File: src/rtl/grid_scan.sv
// grid_scan: row-scanned LED grid driver feeding a chain of two 16-bit shift
// registers (column data first, then active-low row select).
//
// Each row goes through five phases:
//   present the row index, capture the 32-bit word, shift it out serially,
//   pulse the storage latch, then display it for DWELL cycles.
// The previous row stays lit while the next row is loaded and shifted.
//
// Parameters
//   CLK_DIV  clk cycles per sclk half-period (1..255)
//   DWELL    clk cycles each row is displayed (1..65535)
//
// Ports
//   clk          system clock, rising edge
//   reset_n      synchronous active-low reset
//   enable       scan run request; only sampled at the end of DISPLAY
//   grid_col     lit-column pattern for grid_row (bit 15 = leftmost)
//   grid_row     current row index 0..15 (upper bits 0)
//   sclk         shift-register serial clock
//   sdata        shift-register serial data, MSB first
//   rclk         shift-register storage latch
//   oe_n         display output enable, active-low
//   frame_start  one-cycle pulse when row 0 is captured
//   brightness   (only with GRID_SCAN_BRIGHTNESS_EN) 4-bit duty, sampled at
//                capture; row lit for (DWELL*brightness)/15 cycles
//
// Optional feature macro: GRID_SCAN_BRIGHTNESS_EN
//
// state   | meaning
// IDLE    | display off, waiting for enable
// LOAD    | grid_row driven, one cycle for grid_col to settle
// CAPTURE | build the 32-bit shift word
// SHIFT   | 32 bits out on sclk/sdata, previous row still shown
// LATCH   | rclk high for CLK_DIV cycles, display blanked
// DISPLAY | row lit for DWELL cycles, then next row

module grid_scan #(
   parameter int CLK_DIV = 2,
   parameter int DWELL   = 2000
) (
   input  logic        clk,
   input  logic        reset_n,
   input  logic        enable,
   input  logic [15:0] grid_col,
`ifdef GRID_SCAN_BRIGHTNESS_EN
   input  logic [3:0]  brightness,
`endif
   output logic [15:0] grid_row,
   output logic        sclk,
   output logic        sdata,
   output logic        rclk,
   output logic        oe_n,
   output logic        frame_start
);

   localparam logic [15:0] DIV_M1   = 16'(CLK_DIV - 1);
   localparam logic [15:0] DWELL_W  = 16'(DWELL);
   localparam logic [15:0] DWELL_M1 = 16'(DWELL - 1);

   typedef enum logic [2:0] {
      IDLE,
      LOAD,
      CAPTURE,
      SHIFT,
      LATCH,
      DISPLAY
   } state_t;

   state_t      state, state_nxt;
   logic [3:0]  row;
   logic [31:0] word;
   logic [15:0] tmr;      // down-counter shared by SHIFT phases, LATCH and DISPLAY
   logic [5:0]  hp;       // sclk half-periods remaining, odd = low phase
   logic        oe_last;  // oe_n seen on the last DISPLAY cycle
   logic        tc;
   logic        disp_oe_n;

`ifdef GRID_SCAN_BRIGHTNESS_EN
   logic [19:0] on_left;
   logic [19:0] on_load;

   assign on_load   = (20'(DWELL_W) * 20'(brightness)) / 20'd15;
   assign disp_oe_n = (on_left == 20'd0);
`else
   assign disp_oe_n = 1'b0;
`endif

   assign tc          = (tmr == 16'd0);
   assign grid_row    = {12'h000, row};
   assign sdata       = word[31];
   assign sclk        = (state == SHIFT) && !hp[0];
   assign rclk        = (state == LATCH);
   assign frame_start = (state == CAPTURE) && (row == 4'd0);

   always_ff @(posedge clk) begin
      if (!reset_n) begin
         state   <= IDLE;
         row     <= 4'd0;
         word    <= 32'd0;
         tmr     <= 16'd0;
         hp      <= 6'd0;
         oe_last <= 1'b1;
`ifdef GRID_SCAN_BRIGHTNESS_EN
         on_left <= 20'd0;
`endif
      end else begin
         state <= state_nxt;
         case (state)
            IDLE: begin
               oe_last <= 1'b1;
            end
            CAPTURE: begin
               word <= {grid_col, ~(16'h8000 >> row)};
               tmr  <= DIV_M1;
               hp   <= 6'd63;
`ifdef GRID_SCAN_BRIGHTNESS_EN
               on_left <= on_load;
`endif
            end
            SHIFT: begin
               if (tc) begin
                  tmr <= DIV_M1;
                  hp  <= hp - 6'd1;
                  // advance data as sclk falls so it is stable through the next high phase
                  if (!hp[0]) word <= {word[30:0], 1'b0};
               end else begin
                  tmr <= tmr - 16'd1;
               end
            end
            LATCH: begin
               if (tc) tmr <= DWELL_M1;
               else    tmr <= tmr - 16'd1;
            end
            DISPLAY: begin
               oe_last <= oe_n;
`ifdef GRID_SCAN_BRIGHTNESS_EN
               if (on_left != 20'd0) on_left <= on_left - 20'd1;
`endif
               if (tc) row <= row + 4'd1;
               else    tmr <= tmr - 16'd1;
            end
            default: ;
         endcase
      end
   end

   always_comb begin
      state_nxt = state;
      oe_n      = 1'b1;
      case (state)
         IDLE: begin
            if (enable) state_nxt = LOAD;
         end
         LOAD: begin
            oe_n      = oe_last;
            state_nxt = CAPTURE;
         end
         CAPTURE: begin
            oe_n      = oe_last;
            state_nxt = SHIFT;
         end
         SHIFT: begin
            oe_n = oe_last;
            if (tc && hp == 6'd0) state_nxt = LATCH;
         end
         LATCH: begin
            if (tc) state_nxt = DISPLAY;
         end
         DISPLAY: begin
            oe_n = disp_oe_n;
            if (tc) state_nxt = enable ? LOAD : IDLE;
         end
         default: state_nxt = IDLE;
      endcase
   end

endmodule

File: config.mk
export PLATFORM = sky130hd
export DESIGN_NAME = grid_scan
export DESIGN_NICKNAME = d
export VERILOG_FILES = /design/src/rtl/grid_scan.sv
export SDC_FILE = /design/constraint.sdc
export NUM_CORES = 1
export LEC_CHECK = 0
export BUFFER_PORTS_ARGS = -buffer_cell sky130_fd_sc_hd__buf_2
export CAP_MARGIN = 0
export CORE_UTILIZATION = 40
export CTS_CLUSTER_DIAMETER = 200
export DETAILED_ROUTE_END_ITERATION = 7
export GPL_TIMING_DRIVEN = 0
export PLACE_DENSITY = 0.6
export SETUP_SLACK_MARGIN = 0.4
export SLEW_MARGIN = 0
export SYNTH_ARGS = -nofsm -noshare
export SYNTH_HDL_FRONTEND = slang
export SYNTH_SLANG_ARGS = --single-unit
File: constraint.sdc
create_clock -name clk -period 2.25 [get_ports clk]
set_clock_uncertainty 0.05 [all_clocks]
set_input_delay 0.225 -clock clk [delete_from_list [all_inputs] [get_ports clk]]
set_output_delay 0.225 -clock clk [all_outputs]
set_load 0.05 [all_outputs]
# ---- Yosys cells after proc, flatten, opt, wreduce, memory -nomap -nowiden
# Cells that the tools add are included.
# W data, S select, Z words.
dict set report word_totals {
  output_inout_bits 21
  wordCells 57
  ff_bits 62
}
dict set report classes {
  n_shift 1
  n_reduce_logical 17
  n_addsub 3
  bitwise 1
  n_eq_ne 12
  n_mux 17
}
# operator count
set op_table {}
lappend op_table {{$mux W32} 2}
lappend op_table {{$pmux W16 S4} 1}
lappend op_table {{$pmux W32 S2} 1}
lappend op_table {{$mux W16} 3}
lappend op_table {{$pmux W3 S6} 1}
lappend op_table {{$logic_not A16 Y1} 1}
lappend op_table {{$not A16 Y16} 1}
lappend op_table {{$shr A16 B4 Y16 const A} 1}
lappend op_table {{$sub A16 B1 Y16 const B} 1}
lappend op_table {{$mux W3} 4}
lappend op_table {{$pmux W6 S2} 1}
lappend op_table {{$ne A2 B2 Y1 const B} 5}
lappend op_table {{$eq A3 B2 Y1 const B} 2}
lappend op_table {{$eq A3 B3 Y1 const B} 2}
lappend op_table {{$logic_not A6 Y1} 1}
lappend op_table {{$mux W6} 1}
lappend op_table {{$reduce_and A2 Y1} 3}
lappend op_table {{$sub A6 B1 Y6 const B} 1}
lappend op_table {{$add A4 B1 Y4 const B} 1}
lappend op_table {{$logic_not A4 Y1} 1}
lappend op_table {{$ne A2 B1 Y1 const B} 2}
lappend op_table {{$pmux W1 S2} 2}
lappend op_table {{$reduce_and A4 Y1} 1}
lappend op_table {{$reduce_bool A2 Y1} 2}
lappend op_table {{other kinds (8)} 10}

# ---- Longest topological paths before layout
# Gate-level depths: netlist of run 1.
dict set report logic_depth {
  ltp_word 4
  ltp_mapped 9
  depth_no_buf 7
}

# ---- Worst setup path before layout of run 1
# No wires, ideal clock.
dict set report synth_path {
  path_kind {reg2out}
  from {reg state[1]}
  to {out sclk}
  required_ns 1.975
  t_arrival_ns 1.727
  setup_slack_ns 0.248
  stages_incl_launch_ff 6
  path_buffers 2
  path_cell_list {dfxtp_1 > nor2b_1 > clkbuf_1 > nand2_1 > clkbuf_1 > nor2_1}
}
dict set report synth_between {
  elab_chain_len 2
}
# element line
set synth_rtl {}
lappend synth_rtl {{from (decl)} 69} ;# state_t state, state_nxt;
lappend synth_rtl {{from (signal assigned)} 107} ;# state <= state_nxt;
lappend synth_rtl {{$eq A3 B2 Y1} 91} ;# assign sclk = (state == SHIFT) && !hp[0];
lappend synth_rtl {{$logic_and A1 B1 Y1} 91}
lappend synth_rtl {{to (decl)} 49} ;# output logic sclk,
# No other way between the ends.

# ---- Worst setup path in the final report of run 1
dict set report layout_path {
  from {reg tmr[1]}
  to {reg tmr[3]}
}
dict set report layout_between {
  elab_chain_len 3
}
# element line
set layout_rtl {}
lappend layout_rtl {{from (decl)} 72} ;# logic [15:0] tmr;
lappend layout_rtl {{from (signal assigned)} 127} ;# tmr <= tmr - 16'd1;
lappend layout_rtl {{from (signal assigned)} 132} ;# else tmr <= tmr - 16'd1;
lappend layout_rtl {{from (signal assigned)} 140} ;# else tmr <= tmr - 16'd1;
lappend layout_rtl {{$sub A16 B1 Y16 / $logic_not A16 Y1 (equally long branches)} -}
lappend layout_rtl {{$mux W16, or another cell as far along} 139} ;# if (tc) row <= row + 4'd1;
lappend layout_rtl {{$pmux W16 S4 / $reduce_and A2 Y1 (equally long branches)} -}
# Several ways; a longest one is shown, not always the timed one. The select of a mux whose other input is x is not followed.
# A chain may end at the register's enable or synchronous reset.

==> summary.md, run 1 <==
| Metric | Value |
|---|---|
| TritonCTS clock tree | `done` |
| Maximum vdd drop | `533 uV` |
| Die ar. | `9060 um2` |
| Post-Route WL | `10.1 mm` |
| Startpoint Class | `register` |
| PD cells | `1140 nW/um2` |
| Average vias per placed instance | `5.65` |
| Place WS | `27.7 ps` |
| #FFs+latches synth | `62` |
| Status | `completed` |
| Fmax | `498 MHz` |
| # DRC | `0` |
| Final setup fails | `0` |
| Die Width | `95.2 um` |
| Mean Syn Cell Area | `8.35 um2` |
| Final WS setup | `241 ps` |
| Fillers | `744` |
| Worst slew pin tran | `783 ps` |
| CTS Buf Count | `9` |
| Initial DRC Count | `200` |
| Tcrit/Tclk final | `0.893` |
| # diodes | `0` |
| GRT Total Usage | `0.224` |
| Switching Fraction | `0.396` |
| Pre-antenna DRT Iters | `5` |
| Sequential power share | `0.276` |
| Clk_lat worst skew | `350 ps` |
| Die Y | `95.2 um` |
| H-tree depth | `3` |
| NetSw | `2.19 mW` |
| Hold Slack | `104 ps` |
| Clock share of power | `0.157` |
| Critical-path cell list | `inv_4, ha_4, nor3b_4, nand4_4, buf_4, buf_4, nor3_4, a311oi_1, o22ai_1` |
| Antenna Violating Nets Remaining | `0` |
| Placed cell area | `3850 um2` |
| GRT Residual Overflow | `0` |
| Routed via count | `3474` |
| Seq/Total Area, Yosys | `0.357` |
| Worst Path Required | `2450 ps` |
| DR WL/cell | `16.3 um` |
| CTS Sinks | `62` |
| Crit path max-delay family | `simple AND/OR/NAND/NOR gates` |
| WP buf/inv | `3` |
| Crit path largest cell delay | `370 ps` |
| Initial antenna violation count | `0` |
| Global placement routability congestion | `0.843` |
| Clock Path Buffers | `2` |
| Yosys warning count | `0` |
| Dpl cells | `558` |
| Layout cells sized above 1 | `0.369` |
| Vias in the first global route | `3166` |
| Largest net degree at the start of global routing | `11` |
| CP Capture Type | `register` |
| Reg area | `1270 um2` |
| Port bufs | `26` |
| Critical path depth | `9` |
| DP HPWL | `6.32 mm` |
| Setup TNS | `0 ps` |
| Arrival @ worst endpoint | `2210 ps` |
| Hold Path Class | `in2reg` |
| Synth unique cells | `51` |
| Hold path cells | `3` |
| Clk Tree Root Cell | `clkbuf_8` |
| Multi-input logic area | `2310 um2` |
| Layout Cells excl Fill | `615` |
| EDFF count, synth | `0` |
| Internal power | `3.34 mW` |
| Synth Flop Type | `dfxtp_1` |
| Starting Density | `0.418` |
| Final min period | `2010 ps` |
| RSZ-0062 raised after global routing | `true` |
| Row count | `33` |
| Global-route wire length before repair | `15.6 mm` |
| # IOs | `40` |
| Reg2Reg Depth | `9` |
| Syn Inst Count | `416` |
| Hold Violations, Final | `0` |
| Layout Nets | `532` |
| Hold buffer count at cts | `0` |
| Netlist Area Pre-Place | `3470 um2` |
| Design area | `4870 um2` |
| Final Max Tran Viols | `0` |
| Area grow syn2layout | `40.3%` |
| Maxcap violations | `0` |
| Slew HR | `0.478` |
| Worst-path fanout max | `5` |
| Critical-path top delay cell | `dfxtp_4` |
| FFs w/ async S/R, synth | `0` |
| Kind of critical path | `reg2reg` |
| Total core area | `8300 um2` |
| Combinational group share of total power | `0.567` |
| Leak | `2.03 nW` |
| Clock transition at path regs | `70 ps` |
| CP most frequent cell | `buf_4` |
-- layer usage --
| layer | share of wire | global-route usage |
|---|---|---|
| met4 | 0.018 | 0.0657 |
| met1 | 0.44 | 0.299 |
| met2 | 0.48 | 0.357 |
| met3 | 0.057 | 0.0534 |
| met5 | 0 | 0 |
-- through the flow --
step / utilization / power [mW]
after floorplan: - / 2.94
after global placement: 0.464 / 3.32
after detailed placement: 0.464 / 3.34
after CTS: 0.532 / 4.75
after global routing: 0.587 / 5.84
final: 0.587 / 5.54
-- sequential cells by signal (all words and copies together) (netlist names) --
register	flops
row	4
hp	6
word	32
tmr	16
oe_last	1
state	3
-- tightest hold or removal path: cells and delay by family --
family,cells,cell delay [ps]
buffers and inverters,1,100
AO/OA/AOI/OAI,1,80
AND/OR/NAND/NOR,1,50
-- synth_stat cells (8+ instances only) --
cell / number / area share
nor3_1: 9 / 0.013
o211a_1: 9 / 0.026
o21ai_0: 15 / 0.022
nor2_1: 23 / 0.025
mux2i_1: 23 / 0.066
nand3_1: 36 / 0.052
inv_1: 10 / 0.011
nand2_1: 38 / 0.041
a21oi_1: 28 / 0.040
clkbuf_1: 25 / 0.027
o211ai_1: 17 / 0.037
buf_4: 15 / 0.032
a311oi_1: 10 / 0.025
dfxtp_1: 62 / 0.36
ha_1: 8 / 0.029
-- power by group through the flow --
| stage | clock [mW] | combinational [mW] | sequential, mW |
|---|---|---|---|
| 2_1_floorplan | 0 | 1.45 | 1.50 |
| 3_3_place_gp | 0 | 1.80 | 1.51 |
| 3_5_place_dp | 0 | 1.82 | 1.52 |
| 4_1_cts | 0.885 | 2.35 | 1.51 |
| 5_1_grt | 0.941 | 3.35 | 1.55 |
| 6_report | 0.868 | 3.14 | 1.53 |
-- worst paths after layout --
kind,start,endpoint,slack (ps)
setup / recovery,tmr[1],tmr[3],240
hold / removal,grid_col[15],word[31],100
setup reg to reg,tmr[1],tmr[3],240
hold reg to reg,word[6],word[6],410
-- area by class of cell --
class	instances	share of cell area
buffer	48	0.0794
tap	105	0.0270
inverter	10	0.00874
sequential	62	0.260
clock buffer	12	0.0298
multi-input combinational	307	0.474
timing repair buffer	67	0.116
clock inverter	4	0.00462
-- placed cells by master, fill, tap and decap left out, types with 4 or more instances in the layout --
master | Yosys | layout
dfxtp_1 | 62 | 50
buf_4 | 15 | 44
nand2_1 | 38 | 34
nand3_1 | 36 | 33
mux2i_1 | 23 | 23
buf_2 | 4 | 23
o211ai_1 | 17 | 17
clkbuf_1 | 25 | 16
nor2_1 | 23 | 16
a21oi_1 | 28 | 16
clkbuf_8 | 0 | 12
conb_1 | 1 | 12
buf_6 | 2 | 11
a21oi_2 | 0 | 11
o21ai_0 | 15 | 9
o211a_1 | 9 | 9
inv_1 | 10 | 8
dfxtp_2 | 0 | 8
buf_8 | 0 | 7
nand4_1 | 7 | 7
ha_1 | 8 | 7
a311oi_1 | 10 | 6
xnor2_1 | 6 | 6
nor3_1 | 9 | 6
clkbuf_2 | 1 | 5
o21ai_1 | 0 | 5
nor4_4 | 2 | 5
nor4_1 | 7 | 5
nor2_2 | 0 | 4
nand2_2 | 0 | 4
a311oi_2 | 0 | 4
a211oi_1 | 6 | 4
a31oi_1 | 4 | 4
or4_4 | 0 | 4
dfxtp_4 | 0 | 4
-- logic make-up (layout without fill, tap and decap cells) --
family | count (synthesis) | count (layout) | share of synthesized area
AO/OA/AOI/OAI | 106 | 106 | 0.213
XOR/XNOR | 6 | 6 | 0.0151
adder cells (fa/ha/maj) | 8 | 8 | 0.0288
buffers and inverters | 58 | 141 | 0.0850
flip-flops | 62 | 62 | 0.357
multiplexers | 23 | 23 | 0.0663
other | 1 | 12 | 0.00108
AND/OR/NAND/NOR | 152 | 152 | 0.233
-- what timing repair did --
item	in CTS	in global routing
endpoints found under the setup margin	64	62
pin swaps	22	40
cloned	1	4
setup buffers	19	17
resized for setup	65	69
Power figures use the tool's default switching activity.
==> run 2: changes to the inputs <==
--- a/config.mk
+++ b/config.mk
@@ -7,11 +7,11 @@
 export LEC_CHECK = 0
 export BUFFER_PORTS_ARGS = -buffer_cell sky130_fd_sc_hd__buf_2
 export CAP_MARGIN = 0
-export CORE_UTILIZATION = 40
+export CORE_UTILIZATION = 58
 export CTS_CLUSTER_DIAMETER = 200
 export DETAILED_ROUTE_END_ITERATION = 7
 export GPL_TIMING_DRIVEN = 0
-export PLACE_DENSITY = 0.6
+export PLACE_DENSITY = 0.81
 export SETUP_SLACK_MARGIN = 0.4
 export SLEW_MARGIN = 0
 export SYNTH_ARGS = -nofsm -noshare
==> summary.md, run 2 (synthesized netlist as in run 1, its figures left out) <==
| Metric | Value |
|---|---|
| Status | `completed (unchanged)` |
| Vias in the first global route | `3429 (was 3166)` |
| # DRC | `0 (unchanged)` |
| Maxcap violations | `0 (unchanged)` |
| Global-route wire length before repair | `16.4 mm (was 15.6 mm)` |
| Startpoint Class | `register (unchanged)` |
| Most frequent cells in the layout | `49 x dfxtp_1, 35 x buf_4, 34 x nand2_1 (was 50 x dfxtp_1, 44 x buf_4, 34 x nand2_1)` |
| Max FFs per register | `32 (unchanged)` |
| Clock transition at path regs | `90 ps (was 70 ps)` |
| DR WL/cell | `22.7 um (was 16.3 um)` |
| Clk_lat worst skew | `350 ps (about the same)` |
| Worst-path fanout max | `6 (was 5)` |
| Average vias per placed instance | `6.88 (was 5.65)` |
| Post-Route WL | `13.2 mm (was 10.1 mm)` |
| Final Max Tran Viols | `0 (unchanged)` |
| Die ar. | `6300 um2 (was 9060 um2)` |
| Min-Delay Endpoint | `word[22] (was word[31])` |
| Worst hold start | `grid_col[6] (was grid_col[15])` |
| Dpl cells | `525 (was 558)` |
| Layout Nets | `533 (was 532)` |
| Routed via count | `4010 (was 3474)` |
| Hold buffer count at cts | `0 (unchanged)` |
| Worst slew pin tran | `655 ps (was 783 ps)` |
| GRT Total Usage | `0.335 (was 0.224)` |
| Reg with most FFs | `word (unchanged)` |
| GRT Residual Overflow | `0 (unchanged)` |
| Hold path cells | `3 (unchanged)` |
| Initial antenna violation count | `0 (unchanged)` |
| Leak | `2.07 nW (was 2.03 nW)` |
| Maximum vdd drop | `916 uV (was 533 uV)` |
| RSZ-0062 raised after global routing | `true (unchanged)` |
| Final min period | `2190 ps (was 2010 ps)` |
| Row count | `27 (was 33)` |
| Biggest regs | `word (32), tmr (16), hp (6) (unchanged)` |
| Layout Cells excl Fill | `583 (was 615)` |
| Tcrit/Tclk final | `0.972 (was 0.893)` |
| CP Capture Type | `register (unchanged)` |
| Clk Tree Root Cell | `clkbuf_8 (unchanged)` |
| H-tree depth | `3 (unchanged)` |
| Pre-antenna DRT Iters | `6 (was 5)` |
| Clock Path Buffers | `2 (unchanged)` |
| Hold Violations, Final | `0 (unchanged)` |
| Starting Density | `0.615 (was 0.418)` |
| Die Width | `79.4 um (was 95.2 um)` |
| Antenna Violating Nets Remaining | `0 (unchanged)` |
| Kind of critical path | `reg2reg (unchanged)` |
| CTS Buf Count | `9 (unchanged)` |
| Largest net degree at the start of global routing | `13 (was 11)` |
| Layout cells sized above 1 | `0.389 (was 0.369)` |
| Die Y | `79.4 um (was 95.2 um)` |
| Leading cell type in the layout, fill and taps excluded | `dfxtp_1 (unchanged)` |
| TritonCTS clock tree | `done (unchanged)` |
| Initial DRC Count | `577 (was 200)` |
| Worst Path Required | `2420 ps (was 2450 ps)` |
| Internal reg-to-reg setup slack | `60 ps (was 240 ps)` |
| R2r startpoint | `tmr[1] (unchanged)` |
| Slew HR | `0.563 (was 0.478)` |
| CTS Sinks | `62 (unchanged)` |
| Port bufs | `26 (unchanged)` |
| Total core area | `5640 um2 (was 8300 um2)` |
| # diodes | `0 (unchanged)` |
| Setup TNS | `0 ps (unchanged)` |
| Area grow syn2layout | `43.1% (was 40.3%)` |
| # IOs | `40 (unchanged)` |
| Fmax | `457 MHz (was 498 MHz)` |
| Reg2Reg Depth | `8 (was 9)` |
| Arrival @ worst endpoint | `2350 ps (was 2210 ps)` |
| Final setup fails | `0 (unchanged)` |
| Hold Path Class | `in2reg (unchanged)` |
| DP HPWL | `6.10 mm (was 6.32 mm)` |
| Global placement routability congestion | `0.798 (was 0.843)` |
| PD cells | `1250 nW/um2 (was 1140 nW/um2)` |
| RR Endpoint | `tmr[9] (was tmr[3])` |
run 2: cell types whose count changed in the layout (fill, tap and decap cells not counted), sizes merged:
cell    delta
buf        +2
clkinv     +1
inv        +1
clkbuf     -4
bufinv     +1
run 2: layout make-up:
| cell class | instances | area [um2] |
|---|---|---|
| plain buffers | 48 | 388 |
| inverters | 10 | 42.5 |
| fillers | 263 | 673 |
| repair buffers | 68 | 619 |
| multi-input cells | 307 | 2360 |
| clock inverters | 7 | 73.8 |
| flip-flops and latches | 62 | 1270 |
| well taps | 72 | 90.1 |
| clock buffers | 9 | 124 |
run 2: where the power goes:
group	internal (mW)	switching, mW
combinational	1.72	1.90
sequential	1.32	0.236
clock	0.516	0.515
total	3.56	2.65
run 2: per-layer routing:
| layer | routed length, um | track usage | vias up | share of wire |
|---|---|---|---|---|
| met5 | 0 | 0 | - | 0 |
| met4 | 900 | 0.171 | 0 | 0.068 |
| met3 | 1310 | 0.0503 | 121 | 0.099 |
| met2 | 6130 | 0.572 | 342 | 0.46 |
| met1 | 4890 | 0.407 | 1856 | 0.37 |
| li1 | - | - | 1691 | - |
run 2: per-stage QoR:
step	total power [mW]	setup WS (ps)	utilization	hold slack [ps]	cell area (um2)
2_1_floorplan	2.94	384	-	339	3590
3_3_place_gp	3.28	112	0.676	393	3810
3_5_place_dp	3.33	50.6	0.676	398	3810
4_1_cts	4.89	315	0.789	93.4	4450
5_1_grt	6.45	9.27	0.881	93.1	4970
6_report	6.22	63.7	0.881	92.6	4970
run 2: timing repair:
item                                   CTS  global route
setup endpoints to repair               64            63
gates cloned                             2             4
endpoints found under the hold margin    0             0
gates resized for setup                 63            98
pin swaps                               17            38
setup buffers                           21            15
run 2: worst max-delay path, stage by stage, from the launching register on:
cell      delay [ps]
dfxtp_4          390
inv_4             70
ha_4             150
nor4bb_1         280
nand4_1          210
buf_6            200
a32oi_4          410
o21bai_1         180
o211ai_1         120
run 2: how the worst max path moves through the flow:
stage | startpoint | end | slack [ps] | depth (start not counted)
floorplan | tmr[7] | tmr[11] | 380 | 5
global placement | tmr[9] | tmr[2] | 110 | 5
detailed placement | tmr[7] | tmr[9] | 50 | 5
CTS | state[1] | sclk | 310 | 6
global route | tmr[0] | tmr[9] | 9 | 8
finish | tmr[1] | tmr[9] | 60 | 8
==> run 3: changes to the inputs <==
==> constraint.sdc (replaced) <==
create_clock -name clk -period 2.25 [get_ports clk]
set_clock_uncertainty 0.05 [all_clocks]
set_input_delay 0.45 -clock clk [delete_from_list [all_inputs] [get_ports clk]]
set_output_delay 0.45 -clock clk [all_outputs]
set_load 0.05 [all_outputs]
==> summary.md, run 3 (synthesized netlist as in run 1, its figures left out) <==
| Metric | Value |
|---|---|
| Status | `completed (unchanged)` |
| Setup TNS | `0 ps (unchanged)` |
| Final min period | `2190 ps (about the same)` |
| Maxcap violations | `0 (unchanged)` |
| PD cells | `1190 nW/um2 (was 1250 nW/um2)` |
| Fmax | `457 MHz (about the same)` |
| Pre-antenna DRT Iters | `7 (was 6)` |
| DR WL/cell | `23.5 um (was 22.7 um)` |
| # IOs | `40 (unchanged)` |
| Crit path max-delay family | `simple AND/OR/NAND/NOR gates (was compound AO/OA/AOI/OAI gates)` |
| Kind of critical path | `reg2reg (unchanged)` |
| TritonCTS clock tree | `done (unchanged)` |
| R2r startpoint | `tmr[1] (unchanged)` |
| Layout cells sized above 1 | `0.395 (was 0.389)` |
| Die Y | `79.4 um (unchanged)` |
| GRT Total Usage | `0.342 (was 0.335)` |
| # DRC | `0 (unchanged)` |
| Tcrit/Tclk final | `0.973 (was 0.972)` |
| Startpoint Class | `register (unchanged)` |
| Crit path largest cell delay | `400 ps (was 410 ps)` |
| Clock Path Buffers | `2 (unchanged)` |
| Maximum vdd drop | `725 uV (was 916 uV)` |
| Fillers | `267 (was 263)` |
| Critical Path Start | `tmr[1] (unchanged)` |
| Design area | `4950 um2 (was 4970 um2)` |
| H-tree depth | `3 (unchanged)` |
| WP buf/inv | `2 (unchanged)` |
| Worst slew pin tran | `674 ps (was 655 ps)` |
| RSZ-0062 raised after global routing | `true (unchanged)` |
| Row count | `27 (unchanged)` |
| CTS Buf Count | `9 (unchanged)` |
| Post-Route WL | `13.7 mm (was 13.2 mm)` |
| Antenna Violating Nets Remaining | `0 (unchanged)` |
| DP HPWL | `6.24 mm (was 6.10 mm)` |
| GRT Residual Overflow | `0 (unchanged)` |
| Vias in the first global route | `3404 (was 3429)` |
| Critical-path cell list | `inv_4, ha_4, nor3b_4, nand4_4, buf_6, nor3_2, a311oi_1, o22ai_2 (was inv_4, ha_4, nor4bb_1, nand4_1, buf_6, a32oi_4, o21bai_1, o211ai_1)` |
| Port bufs | `26 (unchanged)` |
| CTS Sinks | `62 (unchanged)` |
| Worst-path fanout max | `5 (was 6)` |
| Area grow syn2layout | `42.6% (was 43.1%)` |
| Routed via count | `4096 (was 4010)` |
| Hold Path Class | `in2reg (unchanged)` |
| Place WS | `-49.5 ps (was 50.6 ps)` |
| Largest net degree at the start of global routing | `11 (was 13)` |
| Final Max Tran Viols | `0 (unchanged)` |
| CP Capture Type | `register (unchanged)` |
| Clk_lat worst skew | `360 ps (was 350 ps)` |
| Max FFs per register | `32 (unchanged)` |
| Clk Tree Root Cell | `clkbuf_8 (unchanged)` |
| Initial antenna violation count | `0 (unchanged)` |
| Biggest regs | `word (32), tmr (16), hp (6) (unchanged)` |
| Leading cell type in the layout, fill and taps excluded | `buf_4 (was dfxtp_1)` |
| Total core area | `5640 um2 (unchanged)` |
| Hold Violations, Final | `0 (unchanged)` |
| Starting Density | `0.615 (unchanged)` |
| Most frequent cells in the layout | `49 x buf_4, 46 x dfxtp_1, 35 x nand2_1 (was 49 x dfxtp_1, 35 x buf_4, 34 x nand2_1)` |
| Die ar. | `6300 um2 (unchanged)` |
| # diodes | `0 (unchanged)` |
| Final setup fails | `0 (unchanged)` |
| Critical-path top delay cell | `nor3_2 (was a32oi_4)` |
| Layout Nets | `536 (was 533)` |
| Leak | `2.09 nW (was 2.07 nW)` |
| Reg area | `1280 um2 (was 1270 um2)` |
| Clock transition at path regs | `80 ps (was 90 ps)` |
| Initial DRC Count | `510 (was 577)` |
| Arrival @ worst endpoint | `2430 ps (was 2350 ps)` |
| Multi-input logic area | `2350 um2 (was 2360 um2)` |
| Global placement routability congestion | `0.835 (was 0.798)` |
| Placed cell area | `3810 um2 (about the same)` |
| Worst Path Required | `2490 ps (was 2420 ps)` |
| Reg with most FFs | `word (unchanged)` |
| Final WS setup | `60.1 ps (was 63.7 ps)` |
| Slew HR | `0.551 (was 0.563)` |
| Global-route wire length before repair | `16.4 mm (about the same)` |
| Average vias per placed instance | `7.01 (was 6.88)` |
| Die Width | `79.4 um (unchanged)` |
| Worst hold start | `grid_col[0] (was grid_col[6])` |
[run 3: layer usage]
metal,up-vias,track usage,part of all wire
met5,-,0,0
met1,1886,0.404,0.35
met4,0,0.216,0.075
met2,382,0.577,0.46
li1,1699,-,-
met3,129,0.0526,0.11
[run 3: worst paths after layout]
| path | cells past startpoint | endpoint | slack, ps |
|---|---|---|---|
| max | 8 | tmr[3] | 60 |
| min | 3 | word[16] | 330 |
| max reg2reg | 8 | tmr[3] | 60 |
| min reg2reg | 2 | word[7] | 410 |
[run 3: final cells by class]
type	instances	share of cell area
Multi-Input combinational cell	307	0.474
Sequential cell	62	0.258
Timing Repair Buffer	71	0.120
Buffer	48	0.0864
Clock buffer	13	0.0341
Tap cell	72	0.0182
Inverter	10	0.00859
Clock inverter	1	0.00101
[run 3: report_power, final]
group | total [mW] | switching, mW | leakage, nW | internal [mW]
Combinational | 3.40 | 1.83 | 1.48 | 1.56
Sequential | 1.56 | 0.238 | 0.516 | 1.33
Clock | 0.932 | 0.455 | 0.0914 | 0.477
Total | 5.89 | 2.53 | 2.09 | 3.36
[run 3: what timing repair did]
item | in CTS | in global routing
setup buffers | 24 | 17
endpoints found under the setup margin | 63 | 65
pin swaps | 21 | 26
cloned | 0 | 4
hold buffers | 0 | 0
gates resized for setup | 94 | 57
[run 3: tightest hold or removal path, stage by stage]
cell and delay (ps):
buf_2 100, nand2_1 40, a311oi_1 80
[run 3: stage by stage]
step                hold slack, ps  total power, mW  std cells   util
floorplan                      385             2.92        427      -
global placement               393             3.25        525  0.676
detailed placement             398             3.31        525  0.676
CTS                            326             4.83        563  0.801
global route                   340             6.07        584  0.878
finish                         330             5.89        584  0.878
